`config.mk`:
```
export PLATFORM = sky130hd
export DESIGN_NAME = net_ingress_arbiter_flat
export DESIGN_NICKNAME = d
export VERILOG_FILES = /design/src/rtl/net_ingress_arbiter_pkg.sv /design/src/rtl/net_ingress_arbiter_if.sv /design/src/rtl/net_ingress_arbiter_rr.sv /design/src/rtl/net_ingress_arbiter.sv /design/src/flat_wrapper.sv
export SDC_FILE = /design/constraint.sdc
export NUM_CORES = 1
export LEC_CHECK = 0
export ABC_AREA = 1
export BUFFER_PORTS_ARGS = -buffer_cell sky130_fd_sc_hd__buf_2
export CORE_UTILIZATION = 54
export CTS_CLUSTER_SIZE = 30
export DETAILED_ROUTE_END_ITERATION = 6
export HOLD_SLACK_MARGIN = 0.1
export PLACE_DENSITY = 0.9
export SLEW_MARGIN = 5
export SYNTH_ARGS = -nofsm -noshare
export SYNTH_HDL_FRONTEND = slang
export SYNTH_SLANG_ARGS = --single-unit
export TNS_END_PERCENT = 5
```
`constraint.sdc`:
```
create_clock -name CLK -period 3.4 [get_ports CLK]
set_input_delay 0.17 -clock CLK [delete_from_list [all_inputs] [get_ports CLK]]
set_output_delay 0.17 -clock CLK [all_outputs]
set_load 0.1 [all_outputs]
```
`src/rtl/net_ingress_arbiter_pkg.sv`:
```
// Shared constants and state encoding for the network ingress arbiter.
// Byte offsets count from the first byte of the Ethernet frame.
package net_pkg;

   localparam logic [15:0] ETHERTYPE_IPV4  = 16'h0800;
   localparam logic [7:0]  ETH_TYPE_OFFSET = 8'd12;

   typedef enum logic {
      IDLE = 1'b0,
      FWD  = 1'b1
   } arb_state_e;

endpackage

```
`src/rtl/net_ingress_arbiter_if.sv`:
```
// Ingress/egress byte-stream bundle between the MAC ports and the arbiter.
// The slave view belongs to the arbiter; the master view belongs to whatever drives it.
interface net_ingress_arbiter_if #(
   parameter int NUM_PORTS = 4
);
   localparam int PW = $clog2(NUM_PORTS);

   logic [NUM_PORTS-1:0]   IN_VALID;
   logic [8*NUM_PORTS-1:0] IN_DATA;
   logic [NUM_PORTS-1:0]   IN_LAST;
   logic [NUM_PORTS-1:0]   IN_READY;
   logic                   OUT_VALID;
   logic [7:0]             OUT_DATA;
   logic                   OUT_LAST;
   logic                   OUT_READY;
   logic [PW-1:0]          OUT_PORT;
   logic                   IS_IP;
   logic                   IS_IP_VALID;

   modport master (
      output IN_VALID, IN_DATA, IN_LAST, OUT_READY,
      input  IN_READY, OUT_VALID, OUT_DATA, OUT_LAST, OUT_PORT, IS_IP, IS_IP_VALID
   );

   modport slave (
      input  IN_VALID, IN_DATA, IN_LAST, OUT_READY,
      output IN_READY, OUT_VALID, OUT_DATA, OUT_LAST, OUT_PORT, IS_IP, IS_IP_VALID
   );

endinterface

```
`src/rtl/net_ingress_arbiter_rr.sv`:
```
// Stateless round-robin pick: the first requester found searching upward from
// rr_ptr+1, wrapping at NUM_PORTS.
module net_rr_arbiter #(
   parameter  int NUM_PORTS = 4,
   localparam int PW        = $clog2(NUM_PORTS)
) (
   input  logic [NUM_PORTS-1:0] req,
   input  logic [PW-1:0]        rr_ptr,
   output logic                 gnt_any,
   output logic [PW-1:0]        gnt_idx
);

   logic [PW-1:0] cand;

   // NOTE: every variable gets a default before the loop so no path leaves it unassigned (no latch).
   always_comb begin
      gnt_any = 1'b0;
      gnt_idx = '0;
      cand    = '0;
      for (int i = 1; i <= NUM_PORTS; i++) begin
         cand = PW'((int'(rr_ptr) + i) % NUM_PORTS);
         if (!gnt_any && req[cand]) begin
            gnt_any = 1'b1;
            gnt_idx = cand;
         end
      end
   end

endmodule

```
`src/rtl/net_ingress_arbiter.sv`:
```
// Frame-locked round-robin arbiter: one ingress port owns the output for a whole
// frame while its EtherType is classified on the fly.
module net_ingress_arbiter
   import net_pkg::*;
#(
   parameter  int NUM_PORTS = 4,
   localparam int PW        = $clog2(NUM_PORTS)
) (
   input  logic                 CLK,
   input  logic                 RST,
   net_ingress_arbiter_if.slave bus
);

   localparam logic [7:0] ETH_TYPE_END = ETH_TYPE_OFFSET + 8'd1;

   arb_state_e    state_q, state_d;
   logic [PW-1:0] grant_q, rr_ptr_q, arb_idx;
   logic          arb_any;
   logic [7:0]    byte_cnt_q, type_hi_q;
   logic          is_ip_q, is_ip_valid_q;
   logic          sel_valid, sel_last, beat;
   logic [7:0]    sel_data;

   net_rr_arbiter #(.NUM_PORTS(NUM_PORTS)) u_rr (
      .req     (bus.IN_VALID),
      .rr_ptr  (rr_ptr_q),
      .gnt_any (arb_any),
      .gnt_idx (arb_idx)
   );

   assign sel_valid = bus.IN_VALID[grant_q];
   assign sel_last  = bus.IN_LAST[grant_q];
   assign sel_data  = bus.IN_DATA[{grant_q, 3'b000} +: 8];

   // NOTE: sequential state uses non-blocking assignments so every flop samples pre-edge values.
   always_ff @(posedge CLK) begin
      if (RST) state_q <= IDLE;
      else     state_q <= state_d;
   end

   // Zero-latency passthrough of the granted port while forwarding.
   always_comb begin
      state_d       = state_q;
      bus.IN_READY  = '0;
      bus.OUT_VALID = 1'b0;
      bus.OUT_DATA  = '0;
      bus.OUT_LAST  = 1'b0;
      beat          = 1'b0;
      case (state_q)
         IDLE: if (arb_any) state_d = FWD;
         FWD: begin
            bus.OUT_VALID         = sel_valid;
            bus.OUT_DATA          = sel_data;
            bus.OUT_LAST          = sel_last;
            bus.IN_READY[grant_q] = bus.OUT_READY;
            beat                  = sel_valid && bus.OUT_READY;
            if (beat && sel_last) state_d = IDLE;
         end
         default: state_d = IDLE;
      endcase
   end

   always_ff @(posedge CLK) begin
      if (RST) begin
         grant_q       <= '0;
         rr_ptr_q      <= PW'(NUM_PORTS - 1);
         byte_cnt_q    <= '0;
         type_hi_q     <= '0;
         is_ip_q       <= 1'b0;
         is_ip_valid_q <= 1'b0;
      end else begin
         is_ip_valid_q <= 1'b0;
         // IS_IP clears only when the next frame is granted, so it stays readable past frame end.
         if (state_q == IDLE && arb_any) begin
            grant_q    <= arb_idx;
            byte_cnt_q <= '0;
            is_ip_q    <= 1'b0;
         end
         if (beat) begin
            if (byte_cnt_q != 8'hFF) byte_cnt_q <= byte_cnt_q + 8'd1;
            if (byte_cnt_q == ETH_TYPE_OFFSET) type_hi_q <= sel_data;
            if (byte_cnt_q == ETH_TYPE_END) begin
               is_ip_q       <= ({type_hi_q, sel_data} == ETHERTYPE_IPV4);
               is_ip_valid_q <= 1'b1;
            end else if (sel_last && byte_cnt_q < ETH_TYPE_END) begin
               is_ip_valid_q <= 1'b1;
            end
            if (sel_last) rr_ptr_q <= grant_q;
         end
      end
   end

   assign bus.OUT_PORT    = grant_q;
   assign bus.IS_IP       = is_ip_q;
   assign bus.IS_IP_VALID = is_ip_valid_q;

endmodule

```
`src/flat_wrapper.sv`:
```
// flat-port wrapper written by rule: the top's interface ports become plain ports
module net_ingress_arbiter_flat import net_pkg::*;
#(
   parameter  int NUM_PORTS = 4,
   localparam int PW        = $clog2(NUM_PORTS)
)
  (CLK, RST, bus_IN_VALID, bus_IN_DATA, bus_IN_LAST, bus_OUT_READY, bus_IN_READY, bus_OUT_VALID, bus_OUT_DATA, bus_OUT_LAST, bus_OUT_PORT, bus_IS_IP, bus_IS_IP_VALID);
  net_ingress_arbiter_if #(.NUM_PORTS(NUM_PORTS)) bus_i ();
  input  logic CLK;
  input  logic RST;
  input wire logic [$bits(bus_i.IN_VALID)-1:0] bus_IN_VALID;
  input wire logic [$bits(bus_i.IN_DATA)-1:0] bus_IN_DATA;
  input wire logic [$bits(bus_i.IN_LAST)-1:0] bus_IN_LAST;
  input wire logic [$bits(bus_i.OUT_READY)-1:0] bus_OUT_READY;
  output wire logic [$bits(bus_i.IN_READY)-1:0] bus_IN_READY;
  output wire logic [$bits(bus_i.OUT_VALID)-1:0] bus_OUT_VALID;
  output wire logic [$bits(bus_i.OUT_DATA)-1:0] bus_OUT_DATA;
  output wire logic [$bits(bus_i.OUT_LAST)-1:0] bus_OUT_LAST;
  output wire logic [$bits(bus_i.OUT_PORT)-1:0] bus_OUT_PORT;
  output wire logic [$bits(bus_i.IS_IP)-1:0] bus_IS_IP;
  output wire logic [$bits(bus_i.IS_IP_VALID)-1:0] bus_IS_IP_VALID;
  assign bus_i.IN_VALID = bus_IN_VALID;
  assign bus_i.IN_DATA = bus_IN_DATA;
  assign bus_i.IN_LAST = bus_IN_LAST;
  assign bus_i.OUT_READY = bus_OUT_READY;
  assign bus_IN_READY = bus_i.IN_READY;
  assign bus_OUT_VALID = bus_i.OUT_VALID;
  assign bus_OUT_DATA = bus_i.OUT_DATA;
  assign bus_OUT_LAST = bus_i.OUT_LAST;
  assign bus_OUT_PORT = bus_i.OUT_PORT;
  assign bus_IS_IP = bus_i.IS_IP;
  assign bus_IS_IP_VALID = bus_i.IS_IP_VALID;
  net_ingress_arbiter #(.NUM_PORTS(NUM_PORTS)) u_core (.CLK(CLK), .RST(RST), .bus(bus_i));
endmodule
```
==> results of run 1 <==
## cells in the mapped netlist, drive strengths merged (4+ instances only)
cell type,instances,area (sq um)
nand4,9,77.6
nand2,104,403
nor3,5,25.0
o21ai,10,50.1
ha,4,50.1
nand3,11,67.6
inv,49,184
dfxtp,23,460
buf,4,37.5
nor2,53,219
a21oi,21,105
## cell type report
type                       instances  area [sq um]
sequential                        23           460
fill                             292           963
clock inverter                     1          5.00
multi-input combinational        228          1080
timing repair buffer              60           300
tap                               44          55.1
inverter                          50           189
clock buffer                       3          22.5
## cell families (layout without fill, tap and decap cells)
group           Yosys count  in the layout
simple gates            184            184
compound gates           38             38
xor+xnor                  2              2
fa+ha+maj                 4              4
flops                    23             23
buf+inv                  56            114
## critical path: stages, from the launching register on
cell and delay [ns]:
dfxtp_1 0.56, inv_2 0.06, nor2_2 0.33, nand2_1 0.11
nand4_1 0.15, inv_1 0.05, nor2_1 0.07, buf_2 0.43
## per-layer routing
metal,up-vias,share of wire
met2,37,0.50
met5,-,0
met1,885,0.46
met3,2,0.034
li1,1074,-
met4,0,0.0043
## through the flow
| stage | area, sq um | utilization | setup slack (ns) |
|---|---|---|---|
| 2_1_floorplan | 1780 | - | 0.115 |
| 3_3_place_gp | 2090 | 0.678 | 1.51 |
| 3_5_place_dp | 2090 | 0.678 | 1.47 |
| 4_1_cts | 2110 | 0.687 | 1.14 |
| 5_1_grt | 2110 | 0.687 | 0.984 |
| 6_report | 2110 | 0.687 | 1.16 |
## worst paths after layout
path,start,end,slack (ns),cells past startpoint
worst min-delay path,RST,u_core.byte_cnt_q[1],0.16,2
worst max register to register,u_core.bus.OUT_PORT[0],u_core.byte_cnt_q[7],1.46,9
worst max-delay path,u_core.bus.OUT_PORT[0],bus_OUT_DATA[4],1.16,7
worst min register to register,u_core.byte_cnt_q[7],u_core.byte_cnt_q[7],0.50,2
## sequential cells by signal, summed over array words and instances (netlist names)
signal,cells
u_core.rr_ptr_q,2
u_core.byte_cnt_q,8
u_core.state_q,1
u_core.bus.IS_IP_VALID,1
u_core.bus.IS_IP,1
u_core.bus.OUT_PORT,2
u_core.type_hi_q,8
## power breakdown
group	switching, mW	leakage [nW]	internal [mW]
logic	0.347	0.955	0.0998
registers	0.0184	0.187	0.280
clock network	0.0815	0.0177	0.0440
total	0.447	1.16	0.424
==> run summary, run 1 <==
Vias per cell: 4.89
Post-Synth Adder-Cell Area: 0.0282
Synth Cell Area: 1780 sq um
Final wirelength: 4.39 mm
Setup TNS: 0 ns
Antenna cell count: 0
Clock Sinks: 23
Post-synth ARST share: 0
Xor/xnor share of the synthesized area: 0.00986
Wire per inst: 10.7 microns
Syn Nets: 354
Setup Fix Bufs, Post-CTS: 0
Worst Path Max Fanout: 10
Largest family of logic cells by synthesized area: simple AND/OR/NAND/NOR gates
Crit end category: output pin
Slew margin rel.: 0.666
Global-route met1 utilization: 0.329
Row count: 20
Commonest cells after routing, fill and taps aside: nand2_1 (99), buf_2 (60), nor2_1 (49)
Worst slew pin tran: 0.504 ns
Unrepaired setup endpoints after global routing: no
Dpl hpwl: 3.50 mm
Post-synth EDFFs: 0
Flops & latches, synth: 23
Data required time at the worst endpoint: 3.23 ns
Synth Area in Simple Gates: 0.453
Initial cell density of the core: 0.577
Mux share of post-synthesis cell area: 0
Buffers on Ports: 60
Detail Route Antenna Nets: 0
Fin Hold WS: 0.158 ns
Endpoints failing hold: 0
Total GRT Usage: 0.274
Placer Congestion: 0.903
Post-Layout Cell Count: 409
Final net count: 413
Slew Limit Fails: 0
Longest Clk Path Bufs: 2
Largest net degree at the start of global routing: 17
Number of distinct library cells after synthesis: 28
Final min period: 2.24 ns
Number of remaining DRC errors: 0
Pwr Density: 412 nW/um^2
GRT overflow: 0
DIE AREA: 3520 sq um
Register area share after synthesis: 0.259
Die X: 59.4 microns
Max-Cap Viols: 0
Kind of critical path: flop to output pin
Pre-Repair DR Iteration Count: 4
Final setup fails: 0
Synth warnings: 0
Global-route wire length before repair: 7.49 mm
Core ar.: 3080 sq um
Hold buffers post-CTS: 0
Met2 usage: 0.507
Global route hottest layer: met2
Clock-pin slew on the worst setup and hold paths: 0.13 ns
Peak VDD IR: 332 uV
Total power: 0.871 mW
Synth Area in Compound Gates: 0.118
Post-Synthesis Cells: 307
Num ports: 61
Status: finished, final reports clean
Via count: 1998
Syn_area_per_cell: 5.79 sq um
CP Launch Type: flop
Post-cts sizing count: 0
Total placed cells including tap cells: 405
H-tree depth: 1
Vias in the first global route: 1858
Commonest non-fill, non-tap cell in the layout: nand2_1
Die height: 59.4 microns
Iter 0 DRT Violations: 90
Antenna violations before repair: 0
Leak: 1.16 nW
Met3 usage: 0.0393
Clock Latency Late Sink: 0.31 ns
Layout cells sized above 1: 0.236
Ys flop type: dfxtp_1
CTS buffer count: 3
Fmax: 446 MHz
Worst Skew: 0.00395 ns
CTS tree: built
CTS root buf: clkbuf_4
HP Class: primary input to flop
Arr. time, crit path: 2.07 ns
Syn-to-layout area delta: 19.0%
Final worst-path cycle share: 0.660
(Power assumes the default switching activity.)
==> run 2, diff against run 1 <==
CORE_UTILIZATION = 45   (was 54)
PLACE_DENSITY = 0.81   (was 0.9)
clock period = 2.05 ns   (was 3.4 ns; I/O delays follow)
==> run 2 against run 1 <==
  * Clock skew fell by 0.0023 ns
  * Clock-buffer cell count up 1
  * Critical path depth rose by 1
  * Via count grew 2.7%
  * Sequential cell count unchanged
  * Hold slack worse by 0.012 ns
  * Clock power rose by 120%
==> run summary, run 2 (synthesized netlist as in run 1, its figures left out) <==
Detail Route Antenna Nets: 0 (unchanged)
Met3 usage: 0.0581 (was 0.0393)
Worst Path Max Fanout: 9 (was 10)
Longest Clk Path Bufs: 2 (unchanged)
Vias in the first global route: 1881 (was 1858)
Initial cell density of the core: 0.478 (was 0.577)
Met2 usage: 0.402 (was 0.507)
Worst slew pin tran: 0.507 ns (was 0.504 ns)
Unrepaired setup endpoints after global routing: yes (was no)
Vias per cell: 4.93 (was 4.89)
Arr. time, crit path: 1.80 ns (was 2.07 ns)
Final net count: 416 (was 413)
Die X: 64.8 microns (was 59.4 microns)
CTS root buf: clkbuf_8 (was clkbuf_4)
Place WS: 0.164 ns (was 1.47 ns)
GRT overflow: 0 (unchanged)
Peak VDD IR: 426 uV (was 332 uV)
Fmax: 525 MHz
Iter 0 DRT Violations: 160 (was 90)
H-tree depth: 1 (unchanged)
Status: finished, final reports clean (unchanged)
Fin Hold WS: 0.146 ns (was 0.158 ns)
Endpoints failing hold: 0 (unchanged)
Die height: 64.8 microns (was 59.4 microns)
Global-route wire length before repair: 7.93 mm (was 7.49 mm)
Global-route met1 utilization: 0.302 (was 0.329)
Placed Area: 2230 sq um (was 2090 sq um)
Post-Layout Cell Count: 416 (was 409)
Number of remaining DRC errors: 0 (unchanged)
Clock Latency Late Sink: 0.26 ns (was 0.31 ns)
FF/Latch Area: 464 sq um (was 460 sq um)
Clock-pin slew on the worst setup and hold paths: 0.08 ns (was 0.13 ns)
Final Cell Area: 2300 sq um (was 2110 sq um)
Kind of critical path: flop to output pin (unchanged)
FF-to-FF setup slack: 0.24 ns (was 1.46 ns)
Final min period: 1.91 ns
Slew Limit Fails: 0 (unchanged)
Final wirelength: 4.64 mm (was 4.39 mm)
Commonest non-fill, non-tap cell in the layout: nand2_1 (unchanged)
Placer Congestion: 0.890 (was 0.903)
Worst Skew: 0.00162 ns (was 0.00395 ns)
Setup Fix Bufs, Post-CTS: 0 (unchanged)
Antenna violations before repair: 0 (unchanged)
Pre-Repair DR Iteration Count: 4 (unchanged)
Data required time at the worst endpoint: 1.95 ns (was 3.23 ns)
DIE AREA: 4200 sq um (was 3520 sq um)
Global route hottest layer: met2 (unchanged)
Layout cells sized above 1: 0.285 (was 0.236)
Crit end category: output pin (unchanged)
Wire per inst: 11.2 microns (was 10.7 microns)
Utilization of the core after routing: 0.620 (was 0.687)
Area of the multi-input gates: 1190 sq um (was 1080 sq um)
CP Launch Type: flop (unchanged)
Num ports: 61 (unchanged)
Total GRT Usage: 0.237 (was 0.274)
Worst setup margin: 0.145 ns (was 1.16 ns)
Via count: 2052 (was 1998)
CTS buffer count: 3 (unchanged)
Slew margin rel.: 0.664 (was 0.666)
Antenna cell count: 0 (unchanged)
Largest net degree at the start of global routing: 17 (unchanged)
Total placed cells including tap cells: 412 (was 405)
Syn-to-layout area delta: 29.6% (was 19.0%)
Largest regs: u_core.byte_cnt_q: 8 flops, u_core.type_hi_q: 8 flops (unchanged)
Core ar.: 3720 sq um (was 3080 sq um)
Buffers on Ports: 60 (unchanged)
Leak: 1.19 nW (was 1.16 nW)
HP Class: primary input to flop (unchanged)
Max-Cap Viols: 0 (unchanged)
Dpl hpwl: 3.68 mm (was 3.50 mm)
Final worst-path cycle share: 0.929
Pwr Density: 707 nW/um^2 (was 412 nW/um^2)
Final setup fails: 0 (unchanged)
Commonest cells after routing, fill and taps aside: nand2_1 (99), buf_2 (53), inv_1 (42) (was nand2_1 (99), buf_2 (60), nor2_1 (49))
Row count: 22 (was 20)
Clock Sinks: 23 (unchanged)
FILL cells: 352 (was 292)
Hold buffers post-CTS: 0 (unchanged)
CTS tree: built (unchanged)
[run 2: cell types whose count changed in the layout (fill, tap and decap cells not counted), moves of 3 or more]
| cell | before | now |
|---|---|---|
| nor2_4 | 2 | 11 |
| clkbuf_8 | 0 | 3 |
| buf_4 | 0 | 4 |
| buf_2 | 60 | 53 |
| dfxtp_1 | 23 | 20 |
| dfxtp_2 | 0 | 3 |
| nor2_1 | 49 | 38 |
[run 2: critical path, stage by stage, from the launching register on]
cell	delay, ns
dfxtp_2	0.44
inv_2	0.07
nor2_4	0.21
inv_1	0.12
nor2_1	0.11
nor3_1	0.06
buf_4	0.15
nor2_4	0.07
clkbuf_4	0.32
[run 2: power by group]
group | switching [mW] | total, mW | internal (mW)
registers | 0.0326 | 0.498 | 0.465
logic | 0.636 | 0.854 | 0.218
clock network | 0.137 | 0.276 | 0.139
total | 0.806 | 1.63 | 0.822
[run 2: layout make-up]
| cell class | instances | area share |
|---|---|---|
| Clock buffer | 4 | 0.0196 |
| Inverter | 50 | 0.0820 |
| Multi-Input combinational cell | 228 | 0.518 |
| Sequential cell | 23 | 0.202 |
| Tap cell | 48 | 0.0261 |
| Timing Repair Buffer | 63 | 0.153 |
[run 2: path summary, 6_finish.rpt]
kind                               start                      to  cells after the start
setup / recovery  u_core.bus.OUT_PORT[1]         bus_OUT_DATA[0]                      8
setup reg to reg      u_core.rr_ptr_q[1]  u_core.bus.OUT_PORT[0]                     11
hold / removal                       RST    u_core.byte_cnt_q[6]                      2
hold reg to reg     u_core.byte_cnt_q[2]    u_core.byte_cnt_q[2]                      2
[run 2: per-stage QoR]
step | TNS [ns] | power (mW)
floorplan | 0 | 1.16
global placement | 0 | 1.33
detailed placement | 0 | 1.34
CTS | 0 | 1.62
global route | -0.0193 | 1.73
finish | 0 | 1.63
[run 2: timing repair]
item,4_1_cts,5_1_grt
setup endpoints to repair,1,11
resized for setup,1,11
cloned,0,0
[run 2: layer usage]
metal  routed length, microns  vias to the layer above
li1                         -                     1081
met1                     2120                      895
met2                     2170                       74
met5                        0                        -
met3                      335                        2
met4                       14                        0
==> run 3, diff against run 2 <==
PLACE_DENSITY = 0.76   (was 0.81)
==> run 3 against run 2 <==
  * Clock skew grew 0.0016 ns
  * Register-to-register slack is essentially flat
  * First-iteration DRC count shrank 21%
  * Combinational power shrank 2%
  * Sequential cell count is the same
  * Via count shrank 0.58%
  * Wire length grew 2.1%
  * Fmax shrank 2.7%
  * Critical path depth shrank 2
==> run summary, run 3 (synthesized netlist as in run 1, its figures left out) <==
Status: finished, final reports clean (unchanged)
Iter 0 DRT Violations: 127 (was 160)
Number of remaining DRC errors: 0 (unchanged)
Met1 WL: 2.09 mm (was 2.12 mm)
CP Launch Type: flop (unchanged)
Vias per cell: 4.92 (was 4.93)
Longest Clk Path Bufs: 2 (unchanged)
Clock-pin slew on the worst setup and hold paths: 0.08 ns (about the same)
Final Cell Area: 2290 sq um (was 2300 sq um)
Setup TNS: 0 ns (unchanged)
CTS root buf: clkbuf_8 (unchanged)
Buffers on Ports: 60 (unchanged)
DIE AREA: 4200 sq um (unchanged)
Final worst-path cycle share: 0.955 (was 0.929)
Place WS: 0.180 ns (was 0.164 ns)
Largest net degree at the start of global routing: 17 (unchanged)
Worst Path Max Fanout: 9 (unchanged)
Global-route wire length before repair: 7.99 mm (was 7.93 mm)
Worst slew pin tran: 0.610 ns (was 0.507 ns)
Met2 routed WL: 2.33 mm (was 2.17 mm)
Commonest cells after routing, fill and taps aside: nand2_1 (99), buf_2 (50), inv_1 (42) (was nand2_1 (99), buf_2 (53), inv_1 (42))
Endpoints failing hold: 0 (unchanged)
Num ports: 61 (unchanged)
Antenna cell count: 0 (unchanged)
Leak: 1.18 nW (was 1.19 nW)
Largest regs: u_core.byte_cnt_q: 8 flops, u_core.type_hi_q: 8 flops (unchanged)
Commonest non-fill, non-tap cell in the layout: nand2_1 (unchanged)
CTS tree: built (unchanged)
Utilization of the core after routing: 0.616 (was 0.620)
Unrepaired setup endpoints after global routing: yes (unchanged)
Placer Congestion: 0.850 (was 0.890)
Worst Skew: 0.00323 ns (was 0.00162 ns)
Data required time at the worst endpoint: 1.95 ns (about the same)
Total placed cells including tap cells: 411 (was 412)
GRT overflow: 0 (unchanged)
Total power: 1.62 mW (was 1.63 mW)
Slew margin rel.: 0.590 (was 0.664)
Clock Sinks: 23 (unchanged)
CTS buffer count: 3 (unchanged)
Max incr delay on CP: 0.51 ns (was 0.44 ns)
Fmax: 511 MHz (was 525 MHz)
Detail Route Antenna Nets: 0 (unchanged)
FILL cells: 368 (was 352)
Antenna violations before repair: 0 (unchanged)
Most used cell, CP: nor2_4 (unchanged)
Worst setup margin: 0.0921 ns (was 0.145 ns)
Die X: 64.8 microns (unchanged)
Post-cts sizing count: 1 (unchanged)
Dpl hpwl: 3.73 mm (was 3.68 mm)
Total GRT Usage: 0.239 (was 0.237)
Peak VDD IR: 466 uV (was 426 uV)
Vias in the first global route: 1920 (was 1881)
CP bufs+invs: 2 (was 4)
Clock Latency Late Sink: 0.26 ns (about the same)
Max-Cap Viols: 0 (unchanged)
Fin Hold WS: 0.144 ns (was 0.146 ns)
Pwr Density: 705 nW/um^2 (was 707 nW/um^2)
Initial cell density of the core: 0.478 (unchanged)
Crit end category: output pin (unchanged)
Max Used Layer: met4 (unchanged)
Final net count: 415 (was 416)
Kind of critical path: flop to output pin (unchanged)
Die height: 64.8 microns (unchanged)
Syn-to-layout area delta: 28.9% (was 29.6%)
Via count: 2040 (was 2052)
Wire per inst: 11.4 microns (was 11.2 microns)
WL met3: 271 microns (was 335 microns)
Post-Layout Cell Count: 415 (was 416)
Slew Limit Fails: 0 (unchanged)
Hold buffers post-CTS: 0 (unchanged)
HP Class: primary input to flop (unchanged)
FF/Latch Area: 464 sq um (unchanged)
Placed Area: 2210 sq um (was 2230 sq um)
Final wirelength: 4.74 mm (was 4.64 mm)
Worst-path cell chain: nor2_4, inv_1, nor2_1, nor3_1, nor2_4, clkbuf_4 (was inv_2, nor2_4, inv_1, nor2_1, nor3_1, buf_4, nor2_4, clkbuf_4)
Area of the multi-input gates: 1190 sq um (unchanged)
Crit-path leading delay family: simple AND/OR/NAND/NOR gates (was buffers and inverters)
Final min period: 1.96 ns (was 1.91 ns)
Slowest-stage cell, CP: nor3_1 (was dfxtp_2)
Core ar.: 3720 sq um (unchanged)
Final setup fails: 0 (unchanged)
Pre-Repair DR Iteration Count: 4 (unchanged)
H-tree depth: 1 (unchanged)
Setup Fix Bufs, Post-CTS: 0 (unchanged)
Row count: 22 (unchanged)
Arr. time, crit path: 1.86 ns (was 1.80 ns)
Layout cells sized above 1: 0.283 (was 0.285)
-- run 3: worst register-to-register path, stage by stage (launching register included) --
cell	delay, ns
dfxtp_1	0.45
inv_2	0.10
nand2_1	0.08
nand2_2	0.07
o21ai_0	0.31
nand3_1	0.17
nand2_2	0.22
inv_2	0.08
o21ai_0	0.16
nor2_1	0.06
-- run 3: layout make-up --
| type | instances | area share |
|---|---|---|
| timing repair buffer | 62 | 0.149 |
| sequential | 23 | 0.203 |
| multi-input combinational | 228 | 0.520 |
| tap | 48 | 0.0262 |
| clock buffer | 4 | 0.0197 |
| inverter | 50 | 0.0825 |
-- run 3: path summary, 6_finish.rpt --
| kind | start | to | slack, ns | cells after the start |
|---|---|---|---|---|
| min reg2reg | u_core.byte_cnt_q[7] | u_core.byte_cnt_q[7] | 0.51 | 2 |
| max reg2reg | u_core.rr_ptr_q[1] | u_core.bus.OUT_PORT[1] | 0.24 | 9 |
| max | u_core.bus.OUT_PORT[0] | bus_OUT_DATA[0] | 0.09 | 6 |
| min | RST | u_core.bus.IS_IP | 0.14 | 2 |
-- run 3: where the power goes --
group	total [mW]	internal, mW	switching (mW)
clock	0.279	0.139	0.140
combinational	0.838	0.211	0.627
sequential	0.499	0.465	0.0335
-- run 3: routing by layer --
metal  track usage  vias up
li1              -     1073
met1         0.290      906
met2         0.434       57
met3        0.0475        4
met4        0.0444        0
met5             0        -
